### config.mk
export PLATFORM = sky130hd
export DESIGN_NAME = lcd_seq_writer
export DESIGN_NICKNAME = d
export VERILOG_FILES = /design/src/rtl/lcd_pkg.sv /design/src/rtl/lcd_timer.sv /design/src/rtl/lcd_seq_writer.sv
export SDC_FILE = /design/constraint.sdc
export NUM_CORES = 1
export LEC_CHECK = 0
export BUFFER_PORTS_ARGS = -buffer_cell sky130_fd_sc_hd__buf_2
export CORE_AREA = 2 2 104 106
export CTS_BUF_LIST = sky130_fd_sc_hd__clkbuf_8
export DETAILED_ROUTE_END_ITERATION = 7
export DIE_AREA = 0 0 106 108
export PLACE_DENSITY = 0.65
export SETUP_SLACK_MARGIN = 0.15
export SYNTH_ARGS = -nofsm -noshare
export SYNTH_HDL_FRONTEND = slang
export SYNTH_SLANG_ARGS = --single-unit
### constraint.sdc
create_clock -name clk -period 3.1 [get_ports clk]
set_input_delay 0.62 -clock clk [delete_from_list [all_inputs] [get_ports clk]]
set_output_delay 0.62 -clock clk [all_outputs]
set_load 0.005 [all_outputs]
### src/rtl/lcd_pkg.sv
// Shared types and constants for the HD44780-style LCD sequential writer.
package lcd_pkg;

  typedef enum logic [2:0] {
    INIT_WAIT = 3'd0,
    IDLE      = 3'd1,
    SETUP     = 3'd2,
    PULSE     = 3'd3,
    SETTLE    = 3'd4
  } lcd_state_e;

  localparam logic [7:0] CMD_CLEAR   = 8'h01;
  localparam logic [7:0] CMD_HOME    = 8'h02;
  localparam logic [7:0] CMD_FUNCSET = 8'h38;
  localparam logic [7:0] CMD_DISPON  = 8'h0C;
  localparam logic [7:0] CMD_ENTRY   = 8'h06;

  // Number of commands in the power-up sequence.
  localparam int INIT_LEN = 4;

  // Power-up command list: 8-bit bus/2 lines, display on, increment mode, clear.
  function automatic logic [7:0] init_cmd(input logic [1:0] idx);
    logic [7:0] cmd;
    case (idx)
      2'd0:    cmd = CMD_FUNCSET;
      2'd1:    cmd = CMD_DISPON;
      2'd2:    cmd = CMD_ENTRY;
      default: cmd = CMD_CLEAR;
    endcase
    return cmd;
  endfunction

  // Clear and home commands need the long post-pulse wait.
  function automatic logic needs_long_settle(input logic rs, input logic [7:0] b);
    return (rs == 1'b0) && ((b == CMD_CLEAR) || (b == CMD_HOME));
  endfunction

endpackage

### src/rtl/lcd_timer.sv
// Loadable down-counter; done is high while the count sits at zero.
module lcd_timer #(
  parameter int WIDTH = 20
) (
  input  logic             clk,
  input  logic             rst_n,
  input  logic             load,
  input  logic [WIDTH-1:0] load_val,
  output logic             done
);

  logic [WIDTH-1:0] count_r;

  // Load has priority; otherwise count down and hold at zero.
  always_ff @(posedge clk or negedge rst_n) begin
    if (!rst_n) begin
      count_r <= {WIDTH{1'b0}};
    end else if (load) begin
      count_r <= load_val;
    end else if (count_r != {WIDTH{1'b0}}) begin
      count_r <= count_r - {{(WIDTH-1){1'b0}}, 1'b1};
    end else begin
      count_r <= count_r;
    end
  end

  assign done = (count_r == {WIDTH{1'b0}});

endmodule

### src/rtl/lcd_seq_writer.sv
// Writes command/character byte sequences to a parallel LCD with enable
// strobe timing; optionally runs the controller power-up sequence first.
module lcd_seq_writer
  import lcd_pkg::*;
#(
  parameter int DATA_BYTES     = 4,
  parameter int EN_HIGH_CYCLES = 25,
  parameter int SETTLE_CYCLES  = 2500,
  parameter int CLEAR_CYCLES   = 82000,
  parameter int INIT_EN        = 1,
  parameter int POWERUP_CYCLES = 750000
) (
  input  logic                            clk,
  input  logic                            rst_n,
  input  logic                            req_valid,
  output logic                            req_ready,
  input  logic                            req_rs,
  input  logic [$clog2(DATA_BYTES+1)-1:0] req_len,
  input  logic [8*DATA_BYTES-1:0]         req_data,
  output logic                            rw,
  output logic                            rs,
  output logic                            en,
  output logic [7:0]                      display,
  output logic                            busy
);

  localparam int LW   = $clog2(DATA_BYTES+1);
  localparam int MAXB = (DATA_BYTES > INIT_LEN) ? DATA_BYTES : INIT_LEN;
  localparam int IW   = $clog2(MAXB+1);
  localparam int M1   = (EN_HIGH_CYCLES > SETTLE_CYCLES) ? EN_HIGH_CYCLES : SETTLE_CYCLES;
  localparam int M2   = (CLEAR_CYCLES > POWERUP_CYCLES) ? CLEAR_CYCLES : POWERUP_CYCLES;
  localparam int MAXT = (M1 > M2) ? M1 : M2;
  localparam int TW   = $clog2(MAXT+1);

  // Timer reload values are "cycles - 1"; the power-up value also absorbs the arming cycle.
  localparam logic [TW-1:0] T_EN      = TW'(EN_HIGH_CYCLES - 1);
  localparam logic [TW-1:0] T_SETTLE  = TW'(SETTLE_CYCLES - 1);
  localparam logic [TW-1:0] T_CLEAR   = TW'(CLEAR_CYCLES - 1);
  localparam logic [TW-1:0] T_POWERUP = TW'((POWERUP_CYCLES > 2) ? POWERUP_CYCLES - 2 : 0);

  lcd_state_e              state_r, state_nxt_s;
  logic [IW-1:0]           idx_r, idx_nxt_s, idx_inc_s, len_r, len_nxt_s, cur_len_s, req_len_c_s;
  logic [8*DATA_BYTES-1:0] data_r, data_nxt_s;
  logic [7:0]              display_r, disp_nxt_s, data_byte_s;
  logic                    rs_r, rs_nxt_s, en_r, ready_r, busy_r, ready_nxt_s;
  logic                    init_r, init_nxt_s, armed_r, armed_nxt_s, accept_s;
  logic                    tmr_load_s, tmr_done_s;
  logic [TW-1:0]           tmr_val_s;

  lcd_timer #(.WIDTH(TW)) u_timer (
    .clk      (clk),
    .rst_n    (rst_n),
    .load     (tmr_load_s),
    .load_val (tmr_val_s),
    .done     (tmr_done_s)
  );

  assign accept_s    = req_valid && ready_r;
  assign idx_inc_s   = idx_r + {{(IW-1){1'b0}}, 1'b1};
  assign cur_len_s   = init_r ? IW'(INIT_LEN) : len_r;
  assign req_len_c_s = (req_len > LW'(DATA_BYTES)) ? IW'(DATA_BYTES) : IW'(req_len);
  assign ready_nxt_s = (state_r == IDLE) && !accept_s;

  // Select the request byte that follows the current one.
  always_comb begin
    data_byte_s = 8'h00;
    for (int k = 0; k < DATA_BYTES; k++) begin
      if (IW'(k) == idx_inc_s) begin
        data_byte_s = data_r[8*k +: 8];
      end else begin
        data_byte_s = data_byte_s;
      end
    end
  end

  // Next-state, byte sequencing and timer control.
  always_comb begin
    state_nxt_s = state_r;
    idx_nxt_s   = idx_r;
    len_nxt_s   = len_r;
    data_nxt_s  = data_r;
    rs_nxt_s    = rs_r;
    disp_nxt_s  = display_r;
    init_nxt_s  = init_r;
    armed_nxt_s = armed_r;
    tmr_load_s  = 1'b0;
    tmr_val_s   = {TW{1'b0}};
    case (state_r)
      INIT_WAIT: begin
        if (INIT_EN == 0) begin
          state_nxt_s = IDLE;
        end else if (!armed_r && (POWERUP_CYCLES > 1)) begin
          armed_nxt_s = 1'b1;
          tmr_load_s  = 1'b1;
          tmr_val_s   = T_POWERUP;
        end else if (!armed_r || tmr_done_s) begin
          state_nxt_s = SETUP;
          armed_nxt_s = 1'b0;
          init_nxt_s  = 1'b1;
          idx_nxt_s   = {IW{1'b0}};
          rs_nxt_s    = 1'b0;
          disp_nxt_s  = CMD_FUNCSET;
        end else begin
          state_nxt_s = INIT_WAIT;
        end
      end
      IDLE: begin
        if (accept_s) begin
          data_nxt_s = req_data;
          len_nxt_s  = req_len_c_s;
          idx_nxt_s  = {IW{1'b0}};
          init_nxt_s = 1'b0;
          if (req_len_c_s != {IW{1'b0}}) begin
            state_nxt_s = SETUP;
            rs_nxt_s    = req_rs;
            disp_nxt_s  = req_data[7:0];
          end else begin
            state_nxt_s = IDLE;
          end
        end else begin
          state_nxt_s = IDLE;
        end
      end
      SETUP: begin
        state_nxt_s = PULSE;
        tmr_load_s  = 1'b1;
        tmr_val_s   = T_EN;
      end
      PULSE: begin
        if (tmr_done_s) begin
          state_nxt_s = SETTLE;
          tmr_load_s  = 1'b1;
          tmr_val_s   = needs_long_settle(rs_r, display_r) ? T_CLEAR : T_SETTLE;
        end else begin
          state_nxt_s = PULSE;
        end
      end
      SETTLE: begin
        if (tmr_done_s && (idx_inc_s < cur_len_s)) begin
          state_nxt_s = SETUP;
          idx_nxt_s   = idx_inc_s;
          disp_nxt_s  = init_r ? init_cmd(idx_inc_s[1:0]) : data_byte_s;
        end else if (tmr_done_s) begin
          state_nxt_s = IDLE;
          init_nxt_s  = 1'b0;
        end else begin
          state_nxt_s = SETTLE;
        end
      end
      default: begin
        state_nxt_s = INIT_WAIT;
      end
    endcase
  end

  // State and registered LCD/handshake outputs; reset aborts any transfer.
  always_ff @(posedge clk or negedge rst_n) begin
    if (!rst_n) begin
      state_r   <= INIT_WAIT;
      idx_r     <= {IW{1'b0}};
      len_r     <= {IW{1'b0}};
      data_r    <= {(8*DATA_BYTES){1'b0}};
      rs_r      <= 1'b0;
      display_r <= 8'h00;
      en_r      <= 1'b0;
      ready_r   <= 1'b0;
      busy_r    <= 1'b1;
      init_r    <= 1'b0;
      armed_r   <= 1'b0;
    end else begin
      state_r   <= state_nxt_s;
      idx_r     <= idx_nxt_s;
      len_r     <= len_nxt_s;
      data_r    <= data_nxt_s;
      rs_r      <= rs_nxt_s;
      display_r <= disp_nxt_s;
      en_r      <= (state_nxt_s == PULSE);
      ready_r   <= ready_nxt_s;
      busy_r    <= !ready_nxt_s;
      init_r    <= init_nxt_s;
      armed_r   <= armed_nxt_s;
    end
  end

  assign rw        = 1'b0;
  assign rs        = rs_r;
  assign en        = en_r;
  assign display   = display_r;
  assign req_ready = ready_r;
  assign busy      = busy_r;

endmodule
* Word-level counts from Yosys, hierarchy flattened
Cells that the tools add are included.
** Cells by class
- $add $sub $neg :: 2
- $lt $le $gt $ge :: 2
- Equal/unequal tests :: 19
- Multiplexer cells :: 49
- Bitwise operators :: 1
- Reductions and logical operators :: 23
** Operator list (number)
- 8-bit 2-to-1 mux :: 10
- 20-bit 2-to-1 mux :: 3
- 20-bit one-hot mux with 3 select lines :: 1
- 17-bit 2-to-1 mux :: 2
- 3-bit 2-to-1 mux :: 11
- 8-bit one-hot mux with 3 select lines :: 1
- 20-bit zero test :: 1
- 20-bit nonzero test :: 1
- 20-bit by 1-bit subtractor with 20-bit output, second input constant :: 1
- 6-bit one-hot mux with 3 select lines :: 1
- 3-bit one-hot mux with 5 select lines :: 1
- 1-bit 2-to-1 mux :: 13
- 2-bit inequality test, second input constant :: 6
- 6-bit AND reduction :: 2
- 5-bit AND reduction :: 2
- 3-bit by 2-bit equality test with 1-bit output, second input constant :: 3
- 3-bit one-hot mux with 3 select lines :: 1
- 8-bit by 1-bit equality test with 1-bit output, second input constant :: 1
- 8-bit by 2-bit equality test with 1-bit output, second input constant :: 1
- 2-bit by 3-bit equality test with 1-bit output, first input constant :: 2
- 3-bit zero test :: 2
- 1-bit one-hot mux with 3 select lines :: 2
- 3-bit nonzero test :: 2
- 1-bit logical AND :: 4
- other kinds (17) :: 22
** Word-level totals
- Bits in registers :: 75
- Input bits :: 39
- Logic and storage cells :: 108

* Logic depth before layout (Yosys ltp)
Gate-level depths: netlist of the first run.
- Depth in word-level cells :: 9
- Depth in mapped cells :: 9
- Depth with buffers taken out :: 8

* Hierarchy
From an unflattened synthesis of the first run, not the netlist that was laid out.
** Second synthesis, totals
- Cells, all modules :: 405
- Area total of the unflattened synthesis :: 4393.0 um2
** Modules (own cells, without submodules)
- lcd_seq_writer :: instances 1, cells each 278, area each 3208.1 um2, sequential area each 1377.6 um2
- lcd_timer :: instances 1, cells each 127, area each 1184.9 um2, sequential area each 500.5 um2

* Least setup slack after synthesis of the first run
No wires, ideal clock.
- Path type :: reg2reg
- Start point :: register idx_r[0]
- End point :: register display_r[0] (netlist: display[0])
- Library setup time :: 125 ps
- Arrival :: 2693 ps
- Data required time :: 2975 ps
- Slack :: 282 ps
- Stages on the path, launching flop included :: 9
- Path buffers :: 0
- Path through :: dfrtp_1 > ha_1 > xor2_1 > ha_1 > o21a_1 > a21oi_1 > nor2_1 > a211oi_4 > mux2_2
** Between the ends
- Cells in the longest elaborated chain, start to end :: 9
- Elaborated cells between the ends (all ways) :: 20
** Ends and longest elaborated chain
- start: declaration :: line lcd_seq_writer.sv:42 : logic [IW-1:0] idx_r, idx_nxt_s, idx_inc_s, len_r, len_nxt_s, cur_len_s, req_len_c_s;
- start signal: assignment :: line lcd_seq_writer.sv:160 : idx_r <= {IW{1'b0}};
- start signal: assignment :: line lcd_seq_writer.sv:172 : idx_r <= idx_nxt_s;
- 3-bit by 1-bit adder with 3-bit output (*) :: line lcd_seq_writer.sv:59 : assign idx_inc_s = idx_r + {{(IW-1){1'b0}}, 1'b1};
- 3-bit zero test :: line lcd_seq_writer.sv:68 : if (IW'(k) == idx_inc_s) begin
- 8-bit 2-to-1 mux (4 in a row) :: line lcd_seq_writer.sv:68
- 8-bit 2-to-1 mux :: line lcd_seq_writer.sv:142 : disp_nxt_s = init_r ? init_cmd(idx_inc_s[1:0]) : data_byte_s;
- 8-bit 2-to-1 mux :: line lcd_seq_writer.sv:139 : if (tmr_done_s && (idx_inc_s < cur_len_s)) begin
- 8-bit one-hot mux with 3 select lines :: line lcd_seq_writer.sv:88 : case (state_r)
- end signal: assignment :: line lcd_seq_writer.sv:176 : display_r <= disp_nxt_s;
- end: declaration :: line lcd_seq_writer.sv:44 : logic [7:0] display_r, disp_nxt_s, data_byte_s;
Mark *: on every way between the ends. The rest lies on a longest branch, timed or not. The select of a mux whose other input is x is not followed.
A chain may end at the register's enable or synchronous reset.

* Worst setup path in the final report of the first run
Same ends and word-level chain as after synthesis.

==> results.md, run 1 <==
- Status: complete, no violations
- Die Y: 108 microns
- Simple-gate portion of the synthesized area: 0.1605
- Vias in the first global route: 3242
- Detailed-route vias per instance: 5.446
- Startpoint Class: register
- Post-Syn Instances: 376
- CTS buffer count: 9
- Critical path's slowest cell: dfrtp_1
- Warnings, synthesis: 0
- Final Hold Viols: 0
- # setup viols final: 0
- Switching pwr: 425.8 uW
- Initial antenna violation count: 0
- Total Routing Usage GR: 0.1786
- Max Freq: 367.8 MHz
- Asr flop ratio synth: 1.000
- Logic pwr share: 0.027
- Clock Skew: 0.01044 ns
- Routed wire length: 9575 microns
- Row count: 37
- Crit path max fanout: 9
- Vias: 3099
- Final Util: 0.4551
- Mapped cell area: 4046 sq um
- Hold buffers post-CTS: 0
- Yosys reg bits: 75
- Area share of fa/ha/maj cells after synthesis: 0.03401
- H-tree levels: 3
- Clk Latency, worst-skew pair: 0.37 ns
- Flop pwr share: 0.544
- Leak: 2.157 nW
- Worst VDD drop: 0.3565 mV
- Sw Ratio: 0.2369
- Initial DRC count: 148
- Core Box Area: 10230 sq um
- First-pass GRT wire length: 16040 microns
- RSZ-0062 raised after global routing: false
- Most used DFF post-synth: dfrtp_1
- DRC: 0
- Largest net degree at the start of global routing: 76
- Period utilization: 0.8771
- Distinct cells, synth: 55
- Power per cell area: 386.0 nW/um^2
- Fillers: 991
- Max Slew Vio Count: 0
- Synthesized Nets: 426
- CTS tree: built
- Maxcap violations: 0
- Setup TNS: 0 ns
- Reg clk slew, reported paths: 0.09 ns
- P_int: 1.371 mW
- Hold Path Class: input port to asynchronous set/reset pin
- Gpl congestion: 0.8910
- Critical path capture point type: register
- Seq/Total Area, Yosys: 0.4641
- DIE AREA: 11450 sq um
- CTS Buffer Depth: 2
- Area grow syn2layout: 15.06%
- Critical path, cell by cell: inv_1, ha_1, ha_1, o21a_1, a21oi_1, nor2_1, a211oi_4, mux2_2
- Most used cell, CP: ha_1
- Fin crit period: 2.719 ns
- CTS root buffer: clkbuf_8
- Share of cells above drive strength 1: 0.2933
- Largest family of logic cells by synthesized area: simple AND/OR/NAND/NOR gates
- Io pins: 52
- Buf/Inv on CP: 1
- Clock share of power: 0.430
- WS Path Type: register to register
- Total stage count of the critical path: 8
- Worst slew margin: 0.3496
- # port buffers: 50
- WL/cell: 16.83 microns
- Placed Area: 4457 sq um
- Xor/xnor share of the synthesized area: 0.04329
- ANT cells: 0
- EDFF count, synth: 0
- Slowest stage delay, CP: 0.52 ns
- Synth Area in Compound Gates: 0.1466
- Data arrival, critical path: 2.97 ns
- Final Instance Area: 4656 sq um
- Die X-Extent: 106 microns
- First-pass DRT Iterations: 4
- Cell class contributing the biggest share of worst-path delay: compound AO/OA/AOI/OAI gates
- Final #Nets: 478
- HPWL Detailed: 6910 microns
- Worst-margin pin slew: 0.9756 ns
- Routed Antenna Nets: 0
- Remaining Overflow, GRT: 0
- Post-synthesis mux area share: 0.1166
- Sink Count: 75
- Worst r2r path cells: 8
- Initial Utilization: 0.3955
- WP data required: 3.36 ns
- Avg Cell Area, Syn: 10.76 sq um
## cells in the mapped netlist (9+ instances only)
| cell type | number | area share |
|---|---|---|
| o21ai_0 | 25 | 0.031 |
| nor3_1 | 13 | 0.016 |
| xnor2_1 | 13 | 0.028 |
| ha_1 | 11 | 0.034 |
| a221o_1 | 9 | 0.022 |
| inv_1 | 15 | 0.014 |
| nand2_1 | 15 | 0.014 |
| mux2_2 | 41 | 0.11 |
| a21oi_1 | 15 | 0.019 |
| nor2b_1 | 12 | 0.019 |
| nor2_1 | 22 | 0.020 |
| dfrtp_1 | 74 | 0.46 |
## metrics by stage
| step | setup WS (ns) | total power [mW] | hold WS [ns] | cells |
|---|---|---|---|---|
| after floorplan | 0.2822 | 1.000 | 0.3244 | 376 |
| after global placement | 0.4251 | 1.045 | 0.4890 | 553 |
| after detailed placement | 0.3470 | 1.046 | 0.4993 | 553 |
| after CTS | 0.3224 | 1.819 | 0.4386 | 569 |
| after global routing | 0.1896 | 1.863 | 0.4620 | 569 |
| final | 0.3811 | 1.797 | 0.4031 | 569 |
## logic make-up after synthesis
group,count (synthesis)
xor+xnor,20
fa+ha+maj,11
other cells,1
flops,75
buf+inv,33
mux,42
compound gates,84
simple gates,110
## placed cells by master (no fill, tap or decap), drive strengths merged, types with 5 or more instances in the layout
cell type | Yosys | final
a221o | 9 | 9
nor2 | 23 | 23
inv | 15 | 18
buf | 10 | 59
a21oi | 15 | 15
ha | 11 | 11
nor4 | 7 | 7
nand4 | 5 | 5
dfrtp | 74 | 74
mux2 | 41 | 41
a221oi | 6 | 6
o21ai | 26 | 26
xnor2 | 13 | 13
a31oi | 6 | 6
xor2 | 7 | 7
clkbuf | 8 | 9
nand2 | 15 | 15
nor3 | 13 | 13
nand2b | 7 | 7
nand3 | 8 | 8
nor2b | 12 | 12
## power by group through the flow
stage / sequential, mW / combinational, mW / clock (mW)
finish: 0.977 / 0.0477 / 0.772
global route: 0.977 / 0.0547 / 0.831
CTS: 0.977 / 0.0493 / 0.792
detailed placement: 0.997 / 0.0491 / 0
global placement: 0.997 / 0.0485 / 0
floorplan: 0.997 / 0.00335 / 0
## sequential cells by signal (all words and copies together), names as in the netlist
| signal | flops |
|---|---|
| len_r | 3 |
| state_r | 3 |
| armed_r | 1 |
| en | 1 |
| req_ready | 1 |
| busy | 1 |
| idx_r | 3 |
| display | 8 |
| data_r | 32 |
| init_r | 1 |
| rs | 1 |
| u_timer.count_r | 20 |
## final timing paths
| path | to | start | slack [ns] |
|---|---|---|---|
| max | display[0] | idx_r[0] | 0.38 |
| min | u_timer.count_r[19] | rst_n | 0.40 |
| max reg2reg | display[0] | idx_r[0] | 0.38 |
| min reg2reg | data_r[18] | data_r[18] | 0.51 |
| max in group asynchronous | u_timer.count_r[0] | rst_n | 2.05 |
| min in group clk | data_r[29] | req_data[29] | 0.48 |
## cell type report
type | instances | area [sq um] | area share
clock inverters | 7 | 75.07 | 0.01612
multi-input cells | 268 | 2032 | 0.4364
flip-flops and latches | 75 | 1878 | 0.4034
inverters | 15 | 56.30 | 0.01209
repair buffers | 59 | 320.3 | 0.06880
clock buffers | 9 | 123.9 | 0.02661
well taps | 136 | 170.2 | 0.03655
## what timing repair did
action,4_1_cts,5_1_grt
setup buffers,0,0
gates resized for setup,0,0
setup endpoints to repair,0,7
## layer usage
metal / global-route usage / share of wire / vias to the layer above
li1: - / - / 1473
met1: 0.2227 / 0.46 / 1547
met2: 0.3032 / 0.49 / 64
met3: 0.04219 / 0.036 / 15
met4: 0.06673 / 0.018 / 0
met5: 0 / 0 / -
(Power assumes the default switching activity.)
==> run 2: changes to the inputs <==
--- a/config.mk
+++ b/config.mk
@@ -6,10 +6,10 @@
 export NUM_CORES = 1
 export LEC_CHECK = 0
 export BUFFER_PORTS_ARGS = -buffer_cell sky130_fd_sc_hd__buf_2
-export CORE_AREA = 2 2 104 106
+export CORE_AREA = 3 3 105 107
 export CTS_BUF_LIST = sky130_fd_sc_hd__clkbuf_8
 export DETAILED_ROUTE_END_ITERATION = 7
-export DIE_AREA = 0 0 106 108
+export DIE_AREA = 0 0 108 110
 export PLACE_DENSITY = 0.65
 export SETUP_SLACK_MARGIN = 0.15
 export SYNTH_ARGS = -nofsm -noshare
==> results.md, run 2 (synthesis results as in run 1) <==
- Maxcap violations: 0
- Critical path capture point type: register
- Final hold slack: 0.4110 ns
- Most flop-heavy register: data_r
- ANT cells: 0
- Fillers: 991
- Die Y: 110 microns
- Gpl congestion: 0.8678
- Hold buffers post-CTS: 0
- Clock Skew: 0.01141 ns
- Place WS: 0.2937 ns
- Share of cells above drive strength 1: 0.2972
- Vias in the first global route: 3213
- Io pins: 52
- Worst VDD drop: 0.2042 mV
- Setup TNS: 0 ns
- Routed wire length: 9682 microns
- Row count: 37
- Remaining Overflow, GRT: 0
- Critical path, cell by cell: inv_1, ha_1, ha_1, o21a_1, a21oi_1, nor2_1, a211oi_4, buf_12, mux2_2
- Max Slew Vio Count: 0
- Initial Utilization: 0.3955
- Sink Count: 75
- Final #Nets: 479
- Worst slew margin: 0.3672
- Final Util: 0.4579
- Status: complete, no violations
- CTS root buffer: clkbuf_8
- HPWL Detailed: 7070 microns
- Fin worst setup slack: 0.4199 ns
- Final Hold Viols: 0
- # setup viols final: 0
- Most common cell after layout, fill and taps aside: dfrtp_1
- WS Path Type: register to register
- DRC: 0
- Slowest stage delay, CP: 0.52 ns
- Largest net degree at the start of global routing: 76
- WL/cell: 16.99 microns
- Total Routing Usage GR: 0.1729
- # port buffers: 50
- Detailed-route vias per instance: 5.468
- Highest-count cells in the layout ignoring fill and taps: dfrtp_1, buf_2, mux2_2
- Period utilization: 0.8645
- Die X-Extent: 108 microns
- Worst r2r path cells: 9
- Data arrival, critical path: 2.92 ns
- DIE AREA: 11880 sq um
- Hold Path Class: input port to asynchronous set/reset pin
- Worst-margin pin slew: 0.9492 ns
- WP data required: 3.34 ns
- Reg clk slew, reported paths: 0.09 ns
- Fin crit period: 2.680 ns
- CTS Buffer Depth: 2
- CTS buffer count: 9
- Leak: 2.169 nW
- Max Freq: 373.1 MHz
- H-tree levels: 3
- Clk Latency, worst-skew pair: 0.36 ns
- Startpoint Class: register
- CTS tree: built
- Post-CTS Setup Repair Bufs: 0
- Critical path's slowest cell: dfrtp_1
- Resized Gates After CTS: 0
- Most used cell, CP: ha_1
- First-pass GRT wire length: 16090 microns
- Vias: 3117
- RSZ-0062 raised after global routing: false
- Area grow syn2layout: 15.77%
- Largest register FFs: 32
- Initial antenna violation count: 0
- Power per cell area: 389.1 nW/um^2
- Crit path max fanout: 9
- Initial DRC count: 164
- Core Box Area: 10230 sq um
- Routed Antenna Nets: 0
- First-pass DRT Iterations: 4
-- run 2: cell types whose count changed in the layout (fill, tap and decap cells not counted) --
cell,before,now
clkinvlp_4,2,1
inv_8,0,1
inv_1,16,15
buf_12,0,1
clkinv_4,1,2
-- run 2: cell type report --
type	count	area, sq um	area share
Clock inverter	7	83.83	0.01790
Multi-Input combinational cell	268	2032	0.4338
Clock buffer	9	123.9	0.02644
Tap cell	136	170.2	0.03632
Sequential cell	75	1878	0.4009
Timing Repair Buffer	60	340.3	0.07265
Inverter	15	56.30	0.01202
-- run 2: through the flow --
step / cells / area (sq um) / power, mW
after floorplan: 376 / 4046 / 1.000
after global placement: 553 / 4457 / 1.045
after detailed placement: 553 / 4457 / 1.046
after CTS: 569 / 4664 / 1.849
after global routing: 570 / 4684 / 1.896
final: 570 / 4684 / 1.823
-- run 2: worst max-delay path: cells and delay by family, from the launching register on --
kind                       cells  cell delay (ns)
AOI/OAI and AO/OA              3             0.58
adders and majority gates      2             0.70
buffers and inverters          2             0.30
DFF                            1             0.52
muxes                          1             0.33
and+or+nand+nor                1             0.13
-- run 2: report_power, final --
part / switching (mW) / leakage [nW] / total, mW / internal [mW]
Sequential: 0 / 0.974 / 0.977 / 0.977
Clock: 0.412 / 0.102 / 0.798 / 0.386
Combinational: 0.0293 / 1.09 / 0.0477 / 0.0184
Total: 0.441 / 2.17 / 1.82 / 1.38
-- run 2: worst paths after layout --
path                       slack (ns)    startpoint         end
min in group clk                 0.48  req_data[19]  data_r[19]
max in group asynchronous        2.08         rst_n  display[4]
max                              0.42      idx_r[0]  display[5]
max reg2reg                      0.42      idx_r[0]  display[5]
min reg2reg                      0.52    data_r[18]  data_r[18]
min                              0.41         rst_n    len_r[2]
-- run 2: routing by layer --
layer,GRT usage,part of all wire,vias up
met2,0.2948,0.51,81
met5,0,0,-
met1,0.2191,0.43,1536
met3,0.03611,0.041,17
met4,0.05951,0.017,0
li1,-,-,1483
==> run 3: changes to the inputs <==
--- a/config.mk
+++ b/config.mk
@@ -5,7 +5,7 @@
 export SDC_FILE = /design/constraint.sdc
 export NUM_CORES = 1
 export LEC_CHECK = 0
-export BUFFER_PORTS_ARGS = -buffer_cell sky130_fd_sc_hd__buf_2
+export BUFFER_PORTS_ARGS = -buffer_cell sky130_fd_sc_hd__buf_4
 export CORE_AREA = 3 3 105 107
 export CTS_BUF_LIST = sky130_fd_sc_hd__clkbuf_8
 export DETAILED_ROUTE_END_ITERATION = 7
==> results.md, run 3 (synthesis results as in run 1) <==
- Status: complete, no violations
- H-tree levels: 3
- RR Endpoint: display[0]
- Post-CTS Setup Repair Bufs: 0
- Core Box Area: 10230 sq um
- Top Layer Used: met4
- Total Routing Usage GR: 0.1710
- Die Y: 110 microns
- Max Freq: 365.5 MHz
- Largest register FFs: 32
- Gpl congestion: 0.8546
- # setup viols final: 0
- Share of cells above drive strength 1: 0.2933
- Critical path, cell by cell: inv_1, ha_1, ha_1, o21a_1, a21oi_1, nor2_1, a211oi_4, mux2_2
- Register Area: 1878 sq um
- Hold buffers post-CTS: 0
- Total power: 1.789 mW
- DRC: 0
- WL/cell: 16.69 microns
- Max Slew Vio Count: 0
- Reg clk slew, reported paths: 0.08 ns
- Leak: 2.187 nW
- CTS buffer count: 9
- Final Hold Viols: 0
- Final Instance Area: 4773 sq um
- Routed wl met2: 4833 microns
- Most flop-heavy register: data_r
- R2R Setup Slk: 0.36 ns
- Initial antenna violation count: 0
- Place WS: 0.3073 ns
- WP data required: 3.35 ns
- Routed wire length: 9499 microns
- Clk Latency, worst-skew pair: 0.36 ns
- DIE AREA: 11880 sq um
- Area grow syn2layout: 17.97%
- RR Startpoint: idx_r[0]
- HPWL Detailed: 6909 microns
- Clock Skew: 0.006131 ns
- Initial DRC count: 128
- Power per cell area: 374.8 nW/um^2
- Vias in the first global route: 3164
- Met3 WL: 399 microns
- Fin worst setup slack: 0.3640 ns
- WS Path Type: register to register
- CTS tree: built
- M1 wire length: 4141 microns
- Worst r2r path cells: 8
- Fillers: 968
- CTS Buffer Depth: 2
- First-pass DRT Iterations: 4
- Sink Count: 75
- # port buffers: 50
- Setup TNS: 0 ns
- Data arrival, critical path: 2.98 ns
- ANT cells: 0
- RSZ-0062 raised after global routing: false
- Worst slew margin: 0.3641
- Slowest stage delay, CP: 0.52 ns
- Fin crit period: 2.736 ns
- Die X-Extent: 108 microns
- Most common cell after layout, fill and taps aside: dfrtp_1
- Vias: 3051
- Multi-input gate area: 2032 sq um
- Hold Path Class: input port to asynchronous set/reset pin
- Crit path max fanout: 9
- Placed Area: 4579 sq um
- Largest net degree at the start of global routing: 76
- Row count: 37
- Worst VDD drop: 0.3140 mV
- Startpoint Class: register
- Io pins: 52
- Remaining Overflow, GRT: 0
- First-pass GRT wire length: 15880 microns
- Resized Gates After CTS: 0
- Highest-count cells in the layout ignoring fill and taps: dfrtp_1, buf_4, mux2_2
- Worst-margin pin slew: 0.9539 ns
- Maxcap violations: 0
- Most used cell, CP: ha_1
- Critical path capture point type: register
- Critical path's slowest cell: dfrtp_1
- Final #Nets: 478
- Routed Antenna Nets: 0
- Period utilization: 0.8826
- CTS root buffer: clkbuf_8
- Detailed-route vias per instance: 5.362
- Initial Utilization: 0.3955
[run 3: changes by cell type in the layout (fill, tap and decap cells not counted)]
cell,previous run,this run
buf_2,49,0
inv_8,1,0
clkinv_4,2,1
inv_6,2,0
inv_1,15,16
clkinv_2,0,1
buf_12,1,0
clkinvlp_4,1,3
buf_4,10,59
[run 3: cell type report]
class                           instances  area share
Multi-Input combinational cell        268      0.4257
Tap cell                              136     0.03565
Sequential cell                        75      0.3934
Timing Repair Buffer                   59     0.09279
Inverter                               15     0.01180
Clock buffer                            9     0.02595
Clock inverter                          7     0.01468
[run 3: worst max-delay path by stage]
| stage | start | end | slack (ns) | cells after the start |
|---|---|---|---|---|
| after global placement | idx_r[0] | display[1] | 0.42 | 8 |
| after detailed placement | idx_r[0] | display[4] | 0.31 | 8 |
| after floorplan | idx_r[0] | display[0] | 0.28 | 8 |
| after CTS | idx_r[0] | display[4] | 0.30 | 8 |
| after global routing | idx_r[0] | display[4] | 0.19 | 8 |
| final | idx_r[0] | display[0] | 0.36 | 8 |
[run 3: per-stage QoR]
| stage | hold WS [ns] | util | instances |
|---|---|---|---|
| 3_3_place_gp | 0.4899 | 0.4476 | 553 |
| 4_1_cts | 0.4470 | 0.4666 | 569 |
| 3_5_place_dp | 0.4946 | 0.4476 | 553 |
| 5_1_grt | 0.4651 | 0.4666 | 569 |
| 2_1_floorplan | 0.3244 | - | 376 |
| 6_report | 0.3982 | 0.4666 | 569 |
[run 3: per-layer routing]
layer | vias up | global-route usage
li1 | 1471 | -
met1 | 1511 | 0.2097
met2 | 59 | 0.2944
met3 | 10 | 0.04659
met4 | 0 | 0.05410
met5 | - | 0
[run 3: power breakdown]
| group | total [mW] | leakage (nW) | switching [mW] | internal (mW) |
|---|---|---|---|---|
| combinational | 0.0603 | 1.12 | 0.0290 | 0.0313 |
| clock | 0.752 | 0.0926 | 0.383 | 0.368 |
| sequential | 0.977 | 0.974 | 0 | 0.977 |
[run 3: critical path, delay by kind of cell (launching register included)]
family                     cells  cell delay, ns
AOI/OAI and AO/OA              3            0.75
muxes                          1            0.39
DFF                            1            0.52
adders and majority gates      2            0.69
buffers and inverters          1            0.14
and+or+nand+nor                1            0.13
